`src/rtl/mem_dump_arbiter.sv`:
```
// Arbitrates data memory between the CPU MEM stage and a debug dump engine.
// The dump walks all of data memory word by word and streams it out with valid/ready.
module mem_dump_arbiter #(
    parameter int NB_WIDTH = 32,
    parameter int NB_ADDR  = 9,
    parameter int NB_BHW   = 3
) (
    input  logic                i_clk,
    input  logic                i_reset,
    input  logic [NB_WIDTH-1:0] i_cpu_addr,
    input  logic [NB_WIDTH-1:0] i_cpu_data,
    input  logic                i_cpu_read,
    input  logic                i_cpu_write,
    input  logic [NB_BHW-1:0]   i_cpu_bhw,
    output logic [NB_WIDTH-1:0] o_cpu_rdata,
    output logic                o_cpu_stall,
    input  logic                i_dump_start,
    input  logic                i_dump_ready,
    output logic                o_dump_valid,
    output logic [NB_WIDTH-1:0] o_dump_data,
    output logic [NB_ADDR-1:0]  o_dump_addr,
    output logic                o_dump_busy,
    output logic                o_dump_done,
    output logic [NB_WIDTH-1:0] o_mem_addr,
    output logic [NB_WIDTH-1:0] o_mem_data,
    output logic                o_mem_read,
    output logic                o_mem_write,
    output logic [NB_BHW-1:0]   o_mem_bhw,
    input  logic [NB_WIDTH-1:0] i_mem_rdata
);

    typedef enum logic [2:0] {
        IDLE,
        REQ,
        CAPTURE,
        SEND,
        DONE
    } state_t;

    localparam logic [NB_ADDR-1:0] LAST_ADDR = {{(NB_ADDR-2){1'b1}}, 2'b00};
    localparam logic [NB_ADDR-1:0] STEP      = NB_ADDR'(4);
    localparam logic [NB_BHW-1:0]  BHW_WORD  = NB_BHW'(3);

    state_t               state_q, state_d;
    logic [NB_ADDR-1:0]   cnt_q, cnt_d;
    logic [NB_ADDR-1:0]   addr_q, addr_d;
    logic [NB_WIDTH-1:0]  data_q, data_d;

    always_ff @(posedge i_clk or negedge i_reset) begin
        if (!i_reset) begin
            state_q <= IDLE;
            cnt_q   <= '0;
            addr_q  <= '0;
            data_q  <= '0;
        end else begin
            state_q <= state_d;
            cnt_q   <= cnt_d;
            addr_q  <= addr_d;
            data_q  <= data_d;
        end
    end

    // Read data is only meaningful to the CPU in IDLE; it is stalled otherwise.
    assign o_cpu_rdata = i_mem_rdata;
    assign o_dump_data = data_q;
    assign o_dump_addr = addr_q;

    always_comb begin
        state_d      = state_q;
        cnt_d        = cnt_q;
        addr_d       = addr_q;
        data_d       = data_q;
        o_mem_addr   = '0;
        o_mem_data   = '0;
        o_mem_read   = 1'b0;
        o_mem_write  = 1'b0;
        o_mem_bhw    = '0;
        o_cpu_stall  = 1'b1;
        o_dump_valid = 1'b0;
        o_dump_busy  = 1'b1;
        o_dump_done  = 1'b0;

        case (state_q)
            IDLE: begin
                // The CPU access of the start cycle still completes.
                o_mem_addr  = i_cpu_addr;
                o_mem_data  = i_cpu_data;
                o_mem_read  = i_cpu_read;
                o_mem_write = i_cpu_write;
                o_mem_bhw   = i_cpu_bhw;
                o_cpu_stall = 1'b0;
                o_dump_busy = 1'b0;
                if (i_dump_start) begin
                    cnt_d   = '0;
                    state_d = REQ;
                end
            end
            REQ: begin
                o_mem_addr = NB_WIDTH'(cnt_q);
                o_mem_read = 1'b1;
                o_mem_bhw  = BHW_WORD;
                state_d    = CAPTURE;
            end
            CAPTURE: begin
                data_d  = i_mem_rdata;
                addr_d  = cnt_q;
                state_d = SEND;
            end
            SEND: begin
                o_dump_valid = 1'b1;
                if (i_dump_ready) begin
                    if (cnt_q == LAST_ADDR) begin
                        state_d = DONE;
                    end else begin
                        cnt_d   = cnt_q + STEP;
                        state_d = REQ;
                    end
                end
            end
            DONE: begin
                o_dump_done = 1'b1;
                state_d     = IDLE;
            end
            default: state_d = IDLE;
        endcase
    end

endmodule

```
`config.mk`:
```
export PLATFORM = sky130hd
export DESIGN_NAME = mem_dump_arbiter
export DESIGN_NICKNAME = d
export VERILOG_FILES = /design/src/rtl/mem_dump_arbiter.sv
export SDC_FILE = /design/constraint.sdc
export NUM_CORES = 1
export LEC_CHECK = 0
export CAP_MARGIN = 20
export CELL_PAD_IN_SITES_DETAIL_PLACEMENT = 0
export CELL_PAD_IN_SITES_GLOBAL_PLACEMENT = 1
export CORE_MARGIN = 4
export CORE_UTILIZATION = 23
export DETAILED_ROUTE_END_ITERATION = 6
export PLACE_DENSITY_LB_ADDON = 0.1
export SETUP_SLACK_MARGIN = 0.15
export SYNTH_ARGS = -nofsm -noshare
export SYNTH_HDL_FRONTEND = slang
export SYNTH_SLANG_ARGS = --single-unit
```
`constraint.sdc`:
```
create_clock -name i_clk -period 5 [get_ports i_clk]
set_clock_uncertainty 0.1 [all_clocks]
set_input_delay 1 -clock i_clk [delete_from_list [all_inputs] [get_ports i_clk]]
set_output_delay 1 -clock i_clk [all_outputs]
set_load 0.005 [all_outputs]
```
==> results of run 1 <==
==> layout make-up <==
cell class,instances,area (um2),share of cell area (%)
Clock buffer,7,143,2.69
Clock inverter,1,30.0,0.566
Inverter,2,7.51,0.141
Multi-Input combinational cell,163,1220,23.1
Sequential cell,49,1230,23.1
Tap cell,143,179,3.37
Timing Repair Buffer,251,2500,47.1
==> state kept, by name, summed over array words and instances (netlist names) <==
signal,flops
state_q,3
o_dump_data,32
cnt_q,7
o_dump_addr,7
==> logic make-up (layout without fill, tap and decap cells) <==
| group | count (synthesis) | in the layout | share of synthesized area, % |
|---|---|---|---|
| flip-flops | 49 | 49 | 43.9 |
| AO/OA/AOI/OAI | 16 | 16 | 3.67 |
| AND/OR/NAND/NOR | 95 | 95 | 19.8 |
| other | 1 | 2 | 0.134 |
| adder cells (fa/ha/maj) | 2 | 2 | 0.896 |
| buffers and inverters | 51 | 261 | 12.6 |
| multiplexers | 48 | 48 | 19.0 |
==> power by group through the flow <==
stage / Sequential (mW) / Clock, mW / Combinational (mW)
after floorplan: 0.691 / 0 / 0.526
after global placement: 0.716 / 0 / 1.20
after detailed placement: 0.720 / 0 / 1.19
after CTS: 0.715 / 0.412 / 1.20
after global routing: 0.744 / 0.422 / 1.27
final: 0.712 / 0.396 / 1.17
==> final timing paths <==
| kind | startpoint | end | slack, ps |
|---|---|---|---|
| max | state_q[2] | o_mem_data[13] | 1460 |
| min reg2reg | o_dump_data[3] | o_dump_data[3] | 390 |
| max reg2reg | state_q[0] | o_dump_data[26] | 2970 |
| max in group asynchronous | i_reset | o_dump_data[25] | 3660 |
| min | o_dump_data[3] | o_dump_data[3] | 390 |
| min in group asynchronous | i_reset | o_dump_data[8] | 710 |
==> cells in the final DEF (no fill, tap or decap), types with 2 or more instances in the layout <==
| master | synthesis | routed |
|---|---|---|
| o21ai_0 | 3 | 3 |
| conb_1 | 1 | 2 |
| ha_1 | 2 | 2 |
| mux2_1 | 10 | 10 |
| a21oi_1 | 4 | 4 |
| nand2_1 | 4 | 4 |
| clkdlybuf4s50_1 | 0 | 247 |
| o21ai_2 | 2 | 2 |
| mux2_2 | 29 | 29 |
| buf_4 | 38 | 3 |
| nor2_1 | 16 | 16 |
| nand2b_1 | 3 | 3 |
| clkbuf_16 | 0 | 5 |
| inv_1 | 2 | 2 |
| a31oi_1 | 4 | 4 |
| and2_1 | 59 | 59 |
| mux2i_1 | 9 | 9 |
| dfrtp_1 | 49 | 49 |
| nand3_1 | 3 | 3 |
==> through the flow <==
step / hold slack [ps] / worst slack [ps]
5_1_grt: 401 / 1240
6_report: 387 / 1460
3_5_place_dp: 377 / 1730
4_1_cts: 391 / 1410
3_3_place_gp: 367 / 1710
2_1_floorplan: 383 / 2690
==> routing by layer <==
layer  routed length, um  vias up
li1                    -     1248
met2                4960      126
met3                 785        8
met5                   0        -
met1                4100     1188
met4                 119        0
==> flow_summary.ini, run 1 <==
[global_routing]
busiest_layer = met2
grt.met2_usage_pct = 23.7
antenna_found_initial = 0
grt_max_degree = 61
grt_pass1_wl_um = 15200
grtUsageMet3_pct = 4.49
grt.total_usage_pct = 13.6
grt_use_met1_pct = 16.4
grt-ovfl-total = 0
grt_pass1_vias = 2578

[layout]
nets = 579
fillers = 1107
diodes = 0
syn_to_final_growth_pct = 90.1
layout-drive-gt1-share_pct = 9.51
layoutNonFillerInstCount = 616
fin_area_um2 = 5310
post-route-util_pct = 45.5

[power_and_ir_drop]
leakage_nw = 2.15
seq_power_share_pct = 31.2
swShare_pct = 29.8
clkPwrFrac_pct = 17.4
power.total_mw = 2.28
power_frac_comb_pct = 51.4
max-vdd-ir-drop_mv = 0.206
intPower_mw = 1.60
power_density_nw_per_um2 = 430
netSwitchingPower_mw = 0.680

[floorplan]
coreArea_um2 = 11700
dieArea_um2 = 14000
die_x_um = 118
fp-row-count = 39
die_h_um = 118
start_util_pct = 23.9
io-pin-count = 251

[synthesis]
synth_ff_type = dfrtp_1
synth.area.top_cells = dfrtp_1 (44%), and2_1 (13%), mux2_2 (12%), buf_4 (10%), mux2_1 (4.0%)
yosys.cell_count.top_type = and2_1
async_flop_share_pct = 100
netlist_area_um2 = 2790
ys_seq_elements = 49
synth_top_area_share_pct = 43.9
seq_area_frac_synth_pct = 43.9
synth_warnings = 0
netlist.top_cell.by_area = dfrtp_1
synth_edf_count = 0
synthTopCellsByCount = and2_1 (59), dfrtp_1 (49), buf_4 (38)
synth.distinct_cells = 33
syn_inst = 262
syn_avg_cell_area_um2 = 10.7

[run]
cap_violations = 0

[route]
drt-wirelength-per-cell_um = 16.2
drc = 0
drtAntennaViolNets = 0
wirelength_um = 9970
drt_iter0_drc = 94
vias_per_cell = 4.17
vias = 2570
drt-pass1-iter-count = 4

[sta]
slew_headroom_pct = 49.0
rsz0062_at_grt = no
fmax_mhz = 283
fin_tns_setup_ps = 0
slew_violations = 0
worst_slew_pin_slew_ps = 764
setup_viol = 0
finalHoldViolCount = 0
finalCritPeriodShare_pct = 70.7
finalCriticalPeriod_ps = 3540

[critical_path]
startpoint_type = flop
r2r.worst_path.cells = 3
cp-end-kind = primary output
critical_path.top_delay_family = buffers and inverters
cpPeakStageDelay_ps = 540
critPathMaxFanout = 60
arrival_ps = 2440
critPathKind = reg -> out
worst-path-stages = 5
path_cells = or2_1 -> nor2_2 -> buf_4 -> and2_1 -> clkdlybuf4s50_1
worst-path-buf-inv = 2
cp_slowest_cell = clkdlybuf4s50_1
crit_required_ps = 3900

[cts]
clk_pin_slew_ps = 70
clockBufferDepth = 2
post_cts_buffers = 0
cts_tree = built
clock_latency_ps = 280
ctsHoldBuffers = 0
cts_buffers = 5
clkSinkCount = 49
root_buffer = clkbuf_16
htreeDepth = 2
cts_resized = 0

[placement]
gp_congestion = 0.752
dpl_cell_area_um2 = 5140
port_buffers = 248
place_inst = 608
dpl.hpwl_um = 7990

[min_path]
hold_depth = 1
hp-class = reg -> reg

[status]
status = finished, final reports clean
No activity file was read; power rests on OpenSTA's default activity.
==> run 2: changes to the inputs <==
CORE_UTILIZATION = 21   (was 23)
clock period = 3.3 ns   (was 5 ns; I/O delays follow)
==> run 2 against run 1 <==
Clock power is 39% higher. Register-to-register slack got worse by 1500 ps. Sequential share of layout area fell by 0.26 points. Final area increased by 1.1%. Utilization decreased by 3.7 points. Die area grew 8.9%. First-iteration DRC count decreased by 38%. Via count increased by 0.23%. Clock-buffer cell count is the same. Critical endpoint is now o_mem_addr[18].
==> flow_summary.ini, run 2 (synthesis results as in run 1) <==
[status]
status = finished, final reports clean

[layout]
final_common_cell = clkdlybuf4s50_1
largest_reg_flops = 32
syn_to_final_growth_pct = 92.3
layout-drive-gt1-share_pct = 10.3
diodes = 0
fillers = 1243
nets = 581
fin_area_um2 = 5370
final_cell_mix = clkdlybuf4s50_1 (247), and2_1 (59), dfrtp_1 (49)

[placement]
gp_congestion = 0.715
dpl_cell_area_um2 = 5200
dpl.hpwl_um = 8560
port_buffers = 248

[floorplan]
dieArea_um2 = 15200
die_x_um = 123
fp-row-count = 41
start_util_pct = 21.8
die_h_um = 123
coreArea_um2 = 12800
io-pin-count = 251

[critical_path]
critPathKind = reg -> out
worst-path-buf-inv = 2
critical_path.top_delay_family = buffers and inverters
cp-end-kind = primary output
r2r.worst_path.cells = 4
arrival_ps = 2170
crit_required_ps = 2540
path_cells = or2_4 -> nor2_4 -> buf_12 -> and2_1 -> clkdlybuf4s50_1
reg2reg_to = o_dump_data[29]
r2r_start = state_q[0]
startpoint_type = flop
critPathMaxFanout = 56
cp_slowest_cell = clkdlybuf4s50_1
cpPeakStageDelay_ps = 540
ff2ff_setup_slack_ps = 1470

[power_and_ir_drop]
max-vdd-ir-drop_mv = 0.325
leakage_nw = 2.16
power_density_nw_per_um2 = 642

[run]
cap_violations = 0

[cts]
htreeDepth = 2
clockBufferDepth = 2
clk_pin_slew_ps = 70
clkSinkCount = 49
root_buffer = clkbuf_16
cts_tree = built
cts_buffers = 5
clock_latency_ps = 290
ctsHoldBuffers = 0

[sta]
worst_slew_pin_slew_ps = 687
whs_ps = 307
finalCritPeriodShare_pct = 88.9
slew_headroom_pct = 54.2
slew_violations = 0
rsz0062_at_grt = no
finalHoldViolCount = 0
setup_viol = 0
finalCriticalPeriod_ps = 2930
fmax_mhz = 341
fin_tns_setup_ps = 0

[global_routing]
grt_pass1_wl_um = 15000
grt_pass1_vias = 2616
grt.total_usage_pct = 12.9
grt-ovfl-total = 0
antenna_found_initial = 0
grt_max_degree = 57

[route]
vias_per_cell = 3.98
drt-pass1-iter-count = 4
drt_iter0_drc = 58
vias = 2576
drt-wirelength-per-cell_um = 16.2
drtAntennaViolNets = 0
wirelength_um = 10500
drc = 0

[min_path]
hp-class = in -> async
run 2: per-layer routing:
metal  global-route usage, %  vias up  part of all wire, %
met5                       0        -                    0
met4                    3.04        0                  1.2
met3                    4.89        9                   11
met2                    21.7      132                   49
met1                    15.5     1174                   39
li1                        -     1261                    -
run 2: what timing repair did:
action                                  4_1_cts  5_1_grt
endpoints found under the setup margin       14       54
cloned                                        0        0
resized for setup                             1        2
setup buffers                                 0        0
run 2: worst max-delay path by stage:
stage	startpoint	end	slack, ps	cells past startpoint
2_1_floorplan	state_q[1]	o_mem_addr[10]	1330	4
3_3_place_gp	state_q[2]	o_mem_addr[18]	510	5
3_5_place_dp	state_q[2]	o_mem_addr[18]	440	5
4_1_cts	state_q[2]	o_mem_addr[18]	180	5
5_1_grt	state_q[1]	o_mem_addr[15]	260	5
6_report	state_q[2]	o_mem_addr[18]	370	5
run 2: power breakdown:
group	internal [mW]	total [mW]	switching (mW)	leakage, nW
logic	1.20	1.84	0.636	1.49
clock network	0.325	0.549	0.223	0.0805
registers	0.871	1.06	0.188	0.596
total	2.40	3.45	1.05	2.16
run 2: cell type report:
| type | count | area [um2] | share of cell area (%) |
|---|---|---|---|
| well taps | 172 | 215 | 4.01 |
| multi-input cells | 163 | 1230 | 22.9 |
| clock buffers | 7 | 153 | 2.84 |
| clock inverters | 1 | 8.76 | 0.163 |
| flip-flops and latches | 49 | 1230 | 22.8 |
| repair buffers | 253 | 2530 | 47.1 |
| inverters | 2 | 7.51 | 0.140 |
run 2: per-stage QoR:
step	std cells	utilization, %	power (mW)	setup WS (ps)
floorplan	263	-	1.84	1330
global placement	639	40.6	2.94	512
detailed placement	639	40.6	2.94	443
CTS	647	41.9	3.53	184
global route	647	41.9	3.72	260
finish	647	41.9	3.45	368
